<file path="src/rtl/phy_recv_deframer.sv">
// Purpose: strips preamble/SFD from the PHY nibble stream and rebuilds bytes; one 24-bit ctrl block per frame (RECV_FCS_CHECK_EN adds CRC-32 FCS check).
// Latency: byte strobe 1 cycle after its high nibble; ctrl strobe 1 cycle after phy_rx_dv falls.
// Backpressure: none; every r_data_valid / r_ctrl_valid strobe must be consumed when issued.
module phy_recv_deframer #(
    parameter int MIN_LEN = 64,
    parameter int MAX_LEN = 1518,
    parameter int PRE_MIN = 2
) (
    input  logic        clk_phy,
    input  logic        reset,
    input  logic [3:0]  phy_data_in,
    input  logic        phy_rx_dv,
    output logic [7:0]  r_data_out,
    output logic        r_data_valid,
    output logic [23:0] r_ctrl_out,
    output logic        r_ctrl_valid,
    output logic [15:0] r_frame_cnt
);

    localparam logic [11:0] MIN_L = MIN_LEN[11:0];
    localparam logic [11:0] MAX_L = MAX_LEN[11:0];
    localparam logic [3:0]  PRE_L = PRE_MIN[3:0];

    typedef enum logic [2:0] {
        S_IDLE,
        S_PREAMBLE,
        S_DATA,
        S_DONE,
        S_DROP
    } state_t;

    state_t      state;
    state_t      state_nxt;
    logic        wait_idle;
    logic [3:0]  pre_cnt;
    logic        phase;
    logic [3:0]  low_nib;
    logic [11:0] byte_cnt;
    logic        fcs_err;

    logic        sfd_hit;
    logic        data_vld_nxt;
    logic        ctrl_vld_nxt;
    logic [23:0] ctrl_nxt;
    logic        frame_ok;

    always_ff @(posedge clk_phy) begin
        if (!reset) begin
            state <= S_IDLE;
        end else begin
            state <= state_nxt;
        end
    end

    always_comb begin
        state_nxt = state;
        unique case (state)
            S_IDLE: begin
                // The first cycle out of reset may land mid-frame; never lock onto it.
                if (phy_rx_dv) begin
                    state_nxt = (!wait_idle && phy_data_in == 4'h5) ? S_PREAMBLE : S_DROP;
                end
            end
            S_PREAMBLE: begin
                if (phy_rx_dv && phy_data_in == 4'h5) begin
                    state_nxt = S_PREAMBLE;
                end else if (phy_rx_dv && phy_data_in == 4'hD && pre_cnt >= PRE_L) begin
                    state_nxt = S_DATA;
                end else begin
                    state_nxt = S_DROP;
                end
            end
            S_DATA: begin
                if (!phy_rx_dv) begin
                    state_nxt = S_DONE;
                end
            end
            S_DONE: begin
                if (!phy_rx_dv) begin
                    state_nxt = S_IDLE;
                end else if (phy_data_in == 4'h5) begin
                    state_nxt = S_PREAMBLE;
                end else begin
                    state_nxt = S_DROP;
                end
            end
            S_DROP: begin
                if (!phy_rx_dv) begin
                    state_nxt = S_IDLE;
                end
            end
            default: state_nxt = S_IDLE;
        endcase
    end

    always_comb begin
        sfd_hit      = (state == S_PREAMBLE) && (state_nxt == S_DATA);
        data_vld_nxt = (state == S_DATA) && phy_rx_dv && phase && (byte_cnt < MAX_L);
        ctrl_vld_nxt = (state == S_DATA) && !phy_rx_dv;
        ctrl_nxt     = {byte_cnt, 8'h00, fcs_err, (byte_cnt > MAX_L), (byte_cnt < MIN_L), phase};
        frame_ok     = ctrl_vld_nxt && (ctrl_nxt[3:0] == 4'h0);
    end

    always_ff @(posedge clk_phy) begin
        if (!reset) begin
            wait_idle    <= 1'b1;
            pre_cnt      <= 4'd0;
            phase        <= 1'b0;
            low_nib      <= 4'd0;
            byte_cnt     <= 12'd0;
            r_data_out   <= 8'd0;
            r_data_valid <= 1'b0;
            r_ctrl_out   <= 24'd0;
            r_ctrl_valid <= 1'b0;
            r_frame_cnt  <= 16'd0;
        end else begin
            wait_idle    <= 1'b0;
            r_data_valid <= data_vld_nxt;
            r_ctrl_valid <= ctrl_vld_nxt;
            if (data_vld_nxt) begin
                r_data_out <= {phy_data_in, low_nib};
            end
            if (ctrl_vld_nxt) begin
                r_ctrl_out <= ctrl_nxt;
            end
            if (frame_ok) begin
                r_frame_cnt <= r_frame_cnt + 16'd1;
            end
            if (state_nxt == S_PREAMBLE) begin
                if (state == S_PREAMBLE) begin
                    pre_cnt <= (pre_cnt == 4'hF) ? pre_cnt : pre_cnt + 4'd1;
                end else begin
                    pre_cnt <= 4'd1;
                end
            end
            if (sfd_hit) begin
                phase    <= 1'b0;
                byte_cnt <= 12'd0;
            end else if (state == S_DATA && phy_rx_dv) begin
                // Oversize bytes are still counted so the reported length stays true.
                phase <= ~phase;
                if (!phase) begin
                    low_nib <= phy_data_in;
                end else if (byte_cnt != 12'hFFF) begin
                    byte_cnt <= byte_cnt + 12'd1;
                end
            end
        end
    end

`ifdef RECV_FCS_CHECK_EN
    logic [31:0] crc_q;
    logic [31:0] crc_nxt;
    logic [31:0] crc_rev;

    // Reflected CRC-32, one nibble per cycle, LSB first.
    always_comb begin
        crc_nxt = crc_q ^ {28'd0, phy_data_in};
        for (int i = 0; i < 4; i++) begin
            crc_nxt = crc_nxt[0] ? ((crc_nxt >> 1) ^ 32'hEDB88320) : (crc_nxt >> 1);
        end
    end

    always_ff @(posedge clk_phy) begin
        if (!reset) begin
            crc_q <= 32'hFFFFFFFF;
        end else if (sfd_hit) begin
            crc_q <= 32'hFFFFFFFF;
        end else if (state == S_DATA && phy_rx_dv) begin
            crc_q <= crc_nxt;
        end
    end

    assign crc_rev = {<<{crc_q}};
    assign fcs_err = (crc_rev != 32'hC704DD7B);
`else
    assign fcs_err = 1'b0;
`endif

endmodule

</file>
<file path="config.mk">
export PLATFORM = sky130hd
export DESIGN_NAME = phy_recv_deframer
export DESIGN_NICKNAME = d
export VERILOG_FILES = /design/src/rtl/phy_recv_deframer.sv
export SDC_FILE = /design/constraint.sdc
export NUM_CORES = 1
export LEC_CHECK = 0
export CORE_MARGIN = 8
export CORE_UTILIZATION = 47
export DETAILED_ROUTE_END_ITERATION = 10
export PLACE_DENSITY = 0.74
export SLEW_MARGIN = 0
export SYNTH_ARGS = -nofsm -noshare
export SYNTH_HDL_FRONTEND = slang
export SYNTH_SLANG_ARGS = --single-unit
</file>
<file path="constraint.sdc">
create_clock -name clk_phy -period 2.65 [get_ports clk_phy]
set_clock_uncertainty 0.1 [all_clocks]
set_input_delay 0.3975 -clock clk_phy [delete_from_list [all_inputs] [get_ports clk_phy]]
set_output_delay 0.3975 -clock clk_phy [all_outputs]
set_load 0.02 [all_outputs]
</file>
======== After elaboration in Yosys (flattened, before gate mapping) ========
Cells that the tools add are included.
word-level totals
  register bits after elaboration ......... 66
  input port bits ......................... 7
  output and inout port bits .............. 50
  word-level logic and storage cells ...... 62
operators by class
  $add $sub $neg .......................... 3
  $lt $le $gt $ge ......................... 4
  equality and inequality tests ........... 11
  multiplexer cells ....................... 12
  bitwise gates (word level) .............. 3
  reductions and logical operators ........ 18
operator list
  operator                 count
  $mux W3                  8
  $add A16 B1 Y16 const B  1
  $pmux W3 S5              1
  $add A12 B1 Y12 const B  1
  $gt A12 B11 Y1 const B   1
  $lt A12 B11 Y1 const B   1
  $lt A12 B7 Y1 const B    1
  $ne A12 B12 Y1 const B   1
  $logic_and A1 B1 Y1      10
  $eq A3 B2 Y1 const B     3
  $eq A4 B4 Y1 const B     2
  $mux W4                  2
  $eq A3 B1 Y1 const B     2
  $reduce_and A3 Y1        2
  $add A4 B1 Y4 const B    1
  $eq A4 B3 Y1 const B     1
  $ge A4 B2 Y1 const B     1
  $logic_not A4 Y1         1
  $eq A3 B3 Y1 const B     1
  $logic_not A3 Y1         1
  $not A1 Y1               3
  $logic_not A1 Y1         2
  $ne A2 B2 Y1 const B     1
  $reduce_and A2 Y1        1
  2 further kinds          2

======== Longest topological paths before layout ========
  depth in word-level cells ............... 10
  gate-level depth with buffers ........... 8
  mapped depth without buffers ............ 7

======== Worst setup path before layout ========
No wires, ideal clock.
  path type ............................... in2reg
  start point ............................. in phy_rx_dv
  end point ............................... reg r_frame_cnt[12]
  arrival time ............................ 2596 ps
  slack ................................... -116 ps
  cell stages on the path ................. 8
  cells stage by stage .................... buf_6 -> or4b_4 -> buf_6 -> a211o_1 -> or3_4 -> buf_6 -> or4_1 -> a21oi_1
between the ends
  longest elaborated chain between the ends .. 3
RTL lines
  what                    RTL line  text
  start: declaration      12        input logic phy_rx_dv,
  $logic_not A1 Y1        99        ctrl_vld_nxt = (state == S_DATA) && !phy_rx_dv;
  $logic_and A1 B1 Y1     99
  $logic_and A1 B1 Y1     101       frame_ok = ctrl_vld_nxt && (ctrl_nxt[3:0] == 4'h0);
  end signal: assignment  127       r_frame_cnt <= r_frame_cnt + 16'd1;
  end: declaration        17        output logic [15:0] r_frame_cnt
Every way passes these cells.
A chain may end at the register's enable or synchronous reset.

======== Worst setup path after layout ========
  start point ............................. in phy_rx_dv
  end point ............................... reg r_frame_cnt[5]
Same word-level chain as after synthesis.

==> out/results.txt <==
Fin. max-slew vios - 0
Worst EP required - 2.83 ns
CTS resizes - 0
Die W - 96.5 um
Post-synthesis sequential area ratio - 43.4%
Die Y-Extent - 96.5 um
Fillers - 606
Initial Utilization - 48.3%
Via-per-instance ratio - 5.41
Final core occ - 60.0%
FF-to-FF setup slack - 0.21 ns
Nets - 424
Worst-path clk slew - 0.07 ns
Sequential cell area - 1320 sq um
GR Overflow Total - 0
Startpoint types - primary input
Hold Crit Class - flop to flop
First-pass GRT wire length - 12,000 um
Largest net degree at the start of global routing - 30
Hpwl dp - 5000 um
Ys flop type - dfxtp_1
Status - completed
Footprint of the multi-input gates - 1570 sq um
Post-synth EDFFs - 0
Root buf cell - clkbuf_8
Worst path arrival time - 2.73 ns
Slew HR - 65.2%
Crit path max fanout - 9
CTS tree - done
1st-pass router iterations - 5
Vias in the first global route - 2,546
Total GRT Usage - 16.4%
Maximum clock rate - 392 MHz
Most frequent cells in the layout - 66 x dfxtp_1, 51 x nand2_1, 47 x clkdlybuf4s50_1
Post-route minimum period - 2.55 ns
Worst setup EP type - flop
Initial antenna violation count - 0
Worst-skew pair later-pin latency - 0.34 ns
P&R area growth vs syn - 24.3%
Die area - 9310 sq um
Post-DRT Antenna Nets - 0
PortBufs - 47
Final Hold Viols - 0
Synthesis Warnings - 0
Leak pwr - 1.29 nW
Max-cap violation count - 0
CTS Hold Bufs - 0
# rows - 29
Yosys reg bits - 66
Syn Inst Count - 360
H-tree lvl count - 3
Ys async rst share - 0%
Setup bufs post-CTS - 0
Core Footprint - 6310 sq um
Avg Inst Size Synth - 8.46 sq um
Ports - 57
Vias - 2,665
RSZ-0062 raised after global routing - no
Layout cells sized above 1 - 9.13%
CTS max path bufs - 2
Slew @ Worst Pin - 0.523 ns
Cell area power density - 484 nW/um^2
Setup TNS - 0 ns
# DRC - 0
DR iter-0 viols - 128
Post-Syn Area - 3050 sq um
Num Clock Sinks - 66
Most common cell after layout, fill and taps aside - dfxtp_1
Synth cell types - 49
Type of the worst setup path - primary input to flop
Routed WL per cell - 14.4 um
Setup violations, final - 0
Diode count - 0
Max IR drop VDD - 0.000316 V
Crit share post-route - 96.3%
Routability Congestion - 0.822
Final wirelength - 7080 um
TritonCTS buffer count - 9
-- registers in the layout, summed over array words and instances, names as in the netlist --
| signal | flops |
|---|---|
| r_frame_cnt | 16 |
| low_nib | 4 |
| pre_cnt | 4 |
| wait_idle | 1 |
| r_data_out | 8 |
| r_ctrl_valid | 1 |
| r_ctrl_out | 15 |
| byte_cnt | 12 |
| r_data_valid | 1 |
| state | 3 |
| phase | 1 |
-- cell families after synthesis --
logic type,after synthesis,synth area share (%)
muxes,13,4.27
buffers and inverters,36,6.28
AOI/OAI and AO/OA,53,10.6
xor gates and xnor gates,14,4.02
adders and majority gates,5,2.05
other,1,0.123
DFF,66,43.4
and+or+nand+nor,172,29.3
-- report_power, final --
part / total (mW) / internal (mW) / switching [mW]
clock: 0.755 / 0.381 / 0.374
combinational: 0.0776 / 0.0280 / 0.0496
sequential: 0.999 / 0.996 / 0.00323
-- final cells by class --
cell class              instances  area share [%]
clock inverters                 3           0.396
flip-flops and latches         66            34.9
repair buffers                 64            16.1
clock buffers                  12            4.10
multi-input cells             266            41.5
well taps                      77            2.54
inverters                       5           0.496
-- stage by stage --
stage / setup slack, ns / total power, mW / instance area, sq um / hold WS (ns) / instances
after floorplan: 0.00205 / 1.08 / 3080 / 0.336 / 368
after global placement: -0.203 / 1.10 / 3620 / 0.343 / 478
after detailed placement: -0.249 / 1.10 / 3620 / 0.345 / 478
after CTS: 0.105 / 1.84 / 3790 / 0.355 / 493
after global routing: 0.0336 / 1.89 / 3790 / 0.379 / 493
final: 0.0968 / 1.83 / 3790 / 0.355 / 493
-- final timing paths --
kind,cells past startpoint,start,end
hold / removal,2,r_ctrl_out[21],r_ctrl_out[21]
setup reg to reg,5,state[0],r_frame_cnt[5]
hold reg to reg,2,r_ctrl_out[21],r_ctrl_out[21]
setup / recovery,6,phy_rx_dv,r_frame_cnt[5]
-- critical path: stages --
cell and delay, ns:
clkdlybuf4s50_1 0.42, or4b_4 0.53, a211o_1 0.27, or3_4 0.45, or4_1 0.52, a21oi_1 0.14
-- metal layers --
metal	track usage, %	share of wire [%]	vias to the layer above
met5	0	0	-
met4	9.08	1.4	0
met3	4.02	6.3	8
met2	25.6	47	65
met1	20.3	45	1244
li1	-	-	1348
-- Yosys cell counts (2+ instances only) --
| master | n | area, sq um |
|---|---|---|
| a211oi_1 | 2 | 15.0 |
| buf_4 | 9 | 67.6 |
| nand3_1 | 17 | 85.1 |
| and4_1 | 3 | 26.3 |
| nor4b_1 | 2 | 17.5 |
| clkbuf_1 | 18 | 67.6 |
| o31ai_1 | 4 | 30.0 |
| nor2b_1 | 3 | 18.8 |
| o21ai_0 | 6 | 30.0 |
| nand2b_1 | 5 | 31.3 |
| nor3_1 | 12 | 60.1 |
| nand4_1 | 7 | 43.8 |
| or4_1 | 5 | 37.5 |
| ha_1 | 5 | 62.6 |
| nand2_1 | 51 | 191 |
| nor2_1 | 35 | 131 |
| inv_1 | 5 | 18.8 |
| nor3b_1 | 3 | 22.5 |
| nor4_1 | 7 | 43.8 |
| or3_1 | 6 | 37.5 |
| and2_1 | 2 | 12.5 |
| nand4b_1 | 2 | 17.5 |
| o41ai_1 | 2 | 17.5 |
| nand3b_1 | 3 | 22.5 |
| a21oi_1 | 30 | 150 |
| buf_6 | 3 | 33.8 |
| mux2i_1 | 13 | 130 |
| xnor2_1 | 14 | 123 |
| dfxtp_1 | 66 | 1320 |
Power figures use the tool's default switching activity.
